$ cat src/rtl/ctr_pr_n.sv
// Parametrised Fibonacci XOR LFSR counter with truncated modulus, up/down stepping,
// synchronous load and a combinational terminal-count flag.
`timescale 1ns/1ps
module ctr_pr_n #(
  parameter int unsigned W    = 4,
  parameter logic [W-1:0] TAPS = 4'b1100,
  parameter int unsigned SEED = 1,
  parameter int unsigned MOD  = 15
) (
  input  logic         clk,
  input  logic         rst,
  input  logic         inc,
  input  logic         dir,
  input  logic         ld,
  input  logic [W-1:0] d,
  output logic [W-1:0] out,
  output logic         tc
);

  localparam logic [W-1:0] SEED_V = SEED[W-1:0];
  localparam logic [W-1:0] ZERO_V = {W{1'b0}};

  // Elaboration-time parameter sanity
  if (W < 32'd3 || W > 32'd24) begin : g_bad_w
    $error("ctr_pr_n: W must be in 3..24");
  end
  if (TAPS[W-1] != 1'b1) begin : g_bad_taps
    $error("ctr_pr_n: TAPS[W-1] must be 1");
  end
  if (SEED == 32'd0 || SEED >= (32'd1 << W)) begin : g_bad_seed
    $error("ctr_pr_n: SEED must be nonzero and below 2^W");
  end
  if (MOD < 32'd2 || MOD > ((32'd1 << W) - 32'd1)) begin : g_bad_mod
    $error("ctr_pr_n: MOD must be in 2..2^W-1");
  end

  function automatic logic [W-1:0] fwd_step(input logic [W-1:0] s);
    logic fb;
    fb = ^(s & TAPS);
    return {s[W-2:0], fb};
  endfunction

  // Inverse of fwd_step: the bit shifted out is recovered from the feedback equation.
  function automatic logic [W-1:0] rev_step(input logic [W-1:0] s);
    logic [W-1:0] p;
    p[W-2:0] = s[W-1:1];
    p[W-1]   = s[0] ^ (^(s[W-1:1] & TAPS[W-2:0]));
    return p;
  endfunction

  function automatic logic [W-1:0] calc_term();
    logic [W-1:0] t;
    t = SEED_V;
    for (int unsigned i = 32'd1; i < MOD; i++) begin
      t = fwd_step(t);
    end
    return t;
  endfunction

  localparam logic [W-1:0] TERM = calc_term();

  logic [W-1:0] s_q;
  logic [W-1:0] s_d;
  logic         at_term;
  logic         at_seed;

  assign at_term = (s_q == TERM);
  assign at_seed = (s_q == SEED_V);
  assign out     = s_q;
  assign tc      = inc & ~ld & ((~dir & at_term) | (dir & at_seed));

  // Next-state selection: load beats stepping; wraps jump between SEED and TERM.
  always_comb begin
    s_d = s_q;
    if (ld) begin
      if (d == ZERO_V) begin
        s_d = SEED_V;
      end else begin
        s_d = d;
      end
    end else if (inc) begin
      if (dir) begin
        if (at_seed) begin
          s_d = TERM;
        end else begin
          s_d = rev_step(s_q);
        end
      end else begin
        if (at_term) begin
          s_d = SEED_V;
        end else begin
          s_d = fwd_step(s_q);
        end
      end
    end else begin
      s_d = s_q;
    end
  end

  // State register with asynchronous reset to SEED
  always_ff @(posedge clk or posedge rst) begin
    if (rst) begin
      s_q <= SEED_V;
    end else begin
      s_q <= s_d;
    end
  end

endmodule

$ cat config.mk
export PLATFORM = sky130hd
export DESIGN_NAME = ctr_pr_n
export DESIGN_NICKNAME = d
export VERILOG_FILES = /design/src/rtl/ctr_pr_n.sv
export SDC_FILE = /design/constraint.sdc
export NUM_CORES = 1
export LEC_CHECK = 0
export CAP_MARGIN = 20
export CELL_PAD_IN_SITES_DETAIL_PLACEMENT = 1
export CELL_PAD_IN_SITES_GLOBAL_PLACEMENT = 2
export CORE_MARGIN = 3
export CORE_UTILIZATION = 22
export CTS_CLUSTER_DIAMETER = 50
export DETAILED_ROUTE_END_ITERATION = 16
export PLACE_DENSITY = 0.72
export SYNTH_ARGS = -nofsm -noshare
export SYNTH_HDL_FRONTEND = slang
export SYNTH_SLANG_ARGS = --single-unit
export TNS_END_PERCENT = 30
$ cat constraint.sdc
create_clock -name clk -period 4.1 [get_ports clk]
set_input_delay 0.41 -clock clk [delete_from_list [all_inputs] [get_ports clk]]
set_output_delay 0.41 -clock clk [all_outputs]
set_load 0.1 [all_outputs]
==> results of run 1 <==
==> Yosys cell counts <==
library cell / number
o41ai_1: 1
o31ai_1: 1
nor3b_1: 1
a21oi_1: 5
o21ai_0: 2
dfstp_2: 1
a2111oi_2: 1
a21o_1: 1
buf_6: 1
nand2b_1: 1
dfrtp_1: 3
clkbuf_1: 1
nor3_1: 3
nand3_1: 1
nor2b_1: 1
a31oi_1: 1
nor2_1: 3
inv_1: 4
nand2_1: 3
or3b_1: 1
a211oi_1: 1
ha_1: 2
mux2i_1: 2
==> stage by stage <==
stage               power, mW  util (%)  instance area (um^2)  setup WS, ps
floorplan               0.111         -                   335          99.9
global placement        0.135      34.2                   467          1620
detailed placement      0.136      34.2                   467          1570
CTS                     0.194      36.1                   493          1560
global route            0.202      36.1                   493          1470
finish                  0.190      36.1                   493          1580
==> worst max-delay path: stages <==
cell             delay, ps
clkdlybuf4s50_1        550
or3b_1                 440
a2111oi_2              360
buf_4                  350
==> routing by layer <==
| metal | vias to the layer above | global-route usage, % | part of all wire [%] |
|---|---|---|---|
| met2 | 12 | 18.6 | 46 |
| li1 | 176 | - | - |
| met5 | - | 0 | 0 |
| met3 | 2 | 3.59 | 5.4 |
| met4 | 0 | 5.26 | 1.1 |
| met1 | 162 | 13.4 | 47 |
==> area by class of cell <==
cell class                      instances  area (um^2)
Sequential cell                         4          101
Inverter                                4         15.0
Multi-Input combinational cell         31          204
Timing Repair Buffer                   13          128
Fill cell                             176          873
Tap cell                               15         18.8
Clock buffer                            4         26.3
==> worst max-delay path by stage <==
stage          to
3_5_place_dp   tc
6_report       tc
3_3_place_gp   tc
5_1_grt        tc
2_1_floorplan  tc
4_1_cts        tc
==> cells by family (layout without fill, tap and decap cells) <==
kind of cell               Yosys count  after routing  share of synthesized area (%)
DFF                                  4              4                           30.2
buffers and inverters                6             21                           8.95
muxes                                2              2                           5.97
and+or+nand+nor                     14             14                           21.3
adders and majority gates            2              2                           7.46
AOI/OAI and AO/OA                   13             13                           26.1
==> power by group <==
| group | switching, mW | internal [mW] |
|---|---|---|
| clock network | 0.0186 | 0.0367 |
| registers | 0.00792 | 0.0452 |
| logic | 0.0551 | 0.0264 |
==> flow_metrics.py, run 1 <==
metrics = {
    "drt": {
        "drt-total-wl_um": 942,
        "avgViaCountPerCell": 4.96,
        "ant_nets": 0,
        "vias": 352,
        "drt_first_iter_violations": 4,
        "drc": 0,
        "wire_per_inst_um": 13.3,
        "firstDrtPassIters": 4,
    },
    "clocking": {
        "cts-root-buf": "clkbuf_4",
        "postCtsSetupBuffers": 0,
        "cts_tree": "done",
        "clkSinkCount": 4,
        "cts_inserted_buffers": 3,
        "h-tree-depth": 1,
        "clk_latency_ps": 240,
        "clock_path_buffers": 2,
        "hold_buffers": 0,
        "ctsResizeCount": 0,
        "clk_pin_slew_worst_paths_ps": 40,
    },
    "die": {
        "num_rows": 13,
        "die-area_um2": 2030,
        "die_h_um": 45.0,
        "io_pins": 14,
        "start_util_pct": 24.5,
        "coreArea_um2": 1370,
        "die_w_um": 45.0,
    },
    "setup_path": {
        "r2r_end": "out[3]",
        "ff2ff_setup_slack_ps": 2610,
        "start_kind": "input pin",
        "crit_start": "dir",
        "timing_worst_setup_path_type": "in2out",
        "end_kind": "output port",
        "critPathMaxFanout": 8,
        "r2r-start": "out[2]",
        "worstRegToRegCells": 6,
        "worstPathArrival_ps": 2110,
        "required_ps": 3690,
    },
    "synthesis": {
        "synth_area_um2": 335,
        "synth_top_area_share_pct": 22.4,
        "ys_ff_latch": 4,
        "synth_cells": 41,
        "yosysSeqAreaShare_pct": 30.2,
        "syn_area_per_cell_um2": 8.18,
        "synth_largest_area_cell": "dfrtp_1",
        "syn_nets": 52,
        "synth_cell_types": 23,
        "yosysWarnings": 0,
        "netlist_top_cells_area": "dfrtp_1 22%, dfstp_2 7.8%, a21oi_1 7.5%, ha_1 7.5%, mux2i_1 6.0%",
    },
    "timing": {
        "finalSetupTns_ps": 0,
        "period_needed_ps": 2520,
        "whs_ps": 353,
        "fin_skew_ps": 4.55,
        "period_share_pct": 61.5,
        "max_freq_ghz": 0.396,
        "maxSlewHeadroom_pct": 35.3,
        "finalHoldViolations": 0,
        "rsz0062_at_grt": "no",
        "setup_violations": 0,
        "worst_pin_slew_ps": 967,
        "drv_slew": 0,
    },
    "placement": {
        "place_congestion": 0.753,
        "dp_cells": 67,
        "hpwl_um": 743,
        "port_buffers": 13,
    },
    "global_routing": {
        "grt_first_pass_wirelength_um": 1650,
        "grt_max_degree": 11,
        "first_global_vias": 382,
        "grt_overflow": 0,
        "track_usage_pct": 11.4,
        "antenna_found_initial": 0,
    },
    "layout": {
        "nets": 68,
        "final_cell_mix": "12 x clkdlybuf4s50_1, 5 x a21oi_1, 4 x inv_1",
        "largest_register_ffs": 4,
        "final_cells": 71,
        "final_common_cell": "clkdlybuf4s50_1",
        "area_growth_syn_to_layout_pct": 47.0,
        "antennaDiodeCount": 0,
        "drive_gt1_share_pct": 10.7,
    },
    "run_status": {
        "status": "completed",
    },
    "run": {
        "maxCapViolCount": 0,
    },
    "power_and_ir_drop": {
        "p_per_area_nw_per_um2": 385,
        "leakage_nw": 0.207,
        "ir_worst_vdd_mv": 0.144,
    },
    "worst_hold_path": {
        "min_path_type": "in2async",
    },
}
Note: power is estimated with default switching activity, not from simulation.
==> run 2, diff against run 1 <==
--- a/config.mk
+++ b/config.mk
@@ -9,10 +9,10 @@
 export CELL_PAD_IN_SITES_DETAIL_PLACEMENT = 1
 export CELL_PAD_IN_SITES_GLOBAL_PLACEMENT = 2
 export CORE_MARGIN = 3
-export CORE_UTILIZATION = 22
+export CORE_UTILIZATION = 19
 export CTS_CLUSTER_DIAMETER = 50
 export DETAILED_ROUTE_END_ITERATION = 16
-export PLACE_DENSITY = 0.72
+export PLACE_DENSITY = 0.66
 export SYNTH_ARGS = -nofsm -noshare
 export SYNTH_HDL_FRONTEND = slang
 export SYNTH_SLANG_ARGS = --single-unit
==> constraint.sdc (replaced) <==
create_clock -name clk -period 2.1 [get_ports clk]
set_input_delay 0.21 -clock clk [delete_from_list [all_inputs] [get_ports clk]]
set_output_delay 0.21 -clock clk [all_outputs]
set_load 0.1 [all_outputs]
==> flow_metrics.py, run 2 (synthesis gave the netlist of run 1 again) <==
metrics = {
    "timing": {
        "worst_pin_slew_ps": 317,
        "period_share_pct": 100,
        "setup_violations": 1,
        "max_freq_ghz": 0.474,
        "period_needed_ps": 2110,
        "fin_skew_ps": 7.83,
        "final.setup.worst_slack_ps": -8.32,
        "rsz0062_at_grt": "yes",
        "maxSlewHeadroom_pct": 78.9,
        "drv_slew": 0,
        "finalHoldViolations": 0,
    },
    "clocking": {
        "clock_path_buffers": 2,
        "h-tree-depth": 1,
        "cts-root-buf": "clkbuf_4",
        "cts_inserted_buffers": 3,
        "clk_pin_slew_worst_paths_ps": 40,
        "hold_buffers": 0,
        "clkSinkCount": 4,
        "postCtsSetupBuffers": 0,
        "cts_tree": "done",
        "clk_latency_ps": 240,
    },
    "layout": {
        "multi_input_area_um2": 236,
        "final_common_cell": "clkdlybuf4s50_1",
        "design_area_um2": 554,
        "final_cell_mix": "8 x clkdlybuf4s50_1, 6 x buf_4, 5 x a21oi_1",
        "drive_gt1_share_pct": 31.0,
        "nets": 70,
        "ff_latch_area_um2": 109,
        "antennaDiodeCount": 0,
        "largest_register_ffs": 4,
        "area_growth_syn_to_layout_pct": 65.3,
        "fill_cells": 197,
    },
    "placement": {
        "place_area_um2": 523,
        "port_buffers": 13,
        "hpwl_um": 786,
        "place_congestion": 0.716,
        "post-place-ws_ps": 252,
    },
    "run_status": {
        "violations": "setup timing",
        "status": "finished with violations",
    },
    "drt": {
        "drt-total-wl_um": 997,
        "firstDrtPassIters": 2,
        "wire_per_inst_um": 13.5,
        "drt_first_iter_violations": 4,
        "vias": 377,
        "drc": 0,
        "avgViaCountPerCell": 5.09,
        "ant_nets": 0,
    },
    "setup_path": {
        "required_ps": 1890,
        "critPathMaxFanout": 4,
        "timing_worst_setup_path_type": "reg2out",
        "end_kind": "output port",
        "worstPathArrival_ps": 1900,
        "start_kind": "flop",
    },
    "die": {
        "coreArea_um2": 1580,
        "start_util_pct": 21.3,
        "die-area_um2": 2300,
        "io_pins": 14,
        "num_rows": 14,
        "die_w_um": 48.0,
        "die_h_um": 48.0,
    },
    "global_routing": {
        "grt_first_pass_wirelength_um": 1610,
        "grt_max_degree": 10,
        "grt_overflow": 0,
        "track_usage_pct": 10.8,
        "first_global_vias": 325,
        "antenna_found_initial": 0,
    },
    "power_and_ir_drop": {
        "p_per_area_nw_per_um2": 695,
        "leakage_nw": 0.224,
        "ir_worst_vdd_mv": 0.342,
    },
    "run": {
        "maxCapViolCount": 0,
    },
    "worst_hold_path": {
        "min_path_type": "in2async",
    },
}
-- run 2: cell types whose count changed in the layout (fill, tap and decap cells not counted), sizes merged --
cell / delta
buf: +6
clkdlybuf4s50: -4
-- run 2: layer usage --
metal / track usage, % / wire [um] / vias up
li1: - / - / 181
met1: 13.5 / 455 / 180
met2: 15.8 / 446 / 14
met3: 4.89 / 85 / 2
met4: 4.84 / 10 / 0
met5: 0 / 0 / -
-- run 2: layout make-up --
| class | instances | share of cell area, % |
|---|---|---|
| clock buffer | 4 | 4.74 |
| inverter | 4 | 3.16 |
| multi-input combinational | 31 | 42.7 |
| sequential | 4 | 19.6 |
| tap | 16 | 3.61 |
| timing repair buffer | 15 | 26.2 |
-- run 2: worst paths after layout --
path                       startpoint      to  slack [ps]  cells after the start
min reg2reg                    out[0]  out[0]         710                      4
max in group asynchronous         rst  out[0]        1720                      2
min                               rst  out[3]         150                      2
min in group clk                 d[0]  out[0]         550                      3
max reg2reg                    out[3]  out[1]         650                      6
max                            out[2]      tc          -8                      5
-- run 2: repair_timing --
item,in CTS,in global routing
resized for setup,0,1
hold endpoints to repair,0,0
setup endpoints to repair,1,1
-- run 2: power by group --
part / total (mW) / switching [mW] / internal [mW]
registers: 0.111 / 0.0195 / 0.0911
logic: 0.167 / 0.112 / 0.0552
clock network: 0.108 / 0.0360 / 0.0716
total: 0.385 / 0.167 / 0.218
-- run 2: through the flow --
stage / cells / hold slack [ps] / TNS, ps / power (mW) / util [%]
floorplan: 41 / -24.6 / -509 / 0.228 / -
global placement: 70 / 410 / 0 / 0.279 / 33.2
detailed placement: 70 / 408 / 0 / 0.279 / 33.2
CTS: 74 / 145 / -25.2 / 0.392 / 34.8
global route: 74 / 145 / -67.9 / 0.419 / 35.2
finish: 74 / 146 / -8.32 / 0.385 / 35.2
-- run 2: critical path, stage by stage, from the launching register on --
cell       delay, ps
dfrtp_4          490
inv_4             90
ha_4             120
or3b_4           370
a2111oi_4        350
buf_12           220
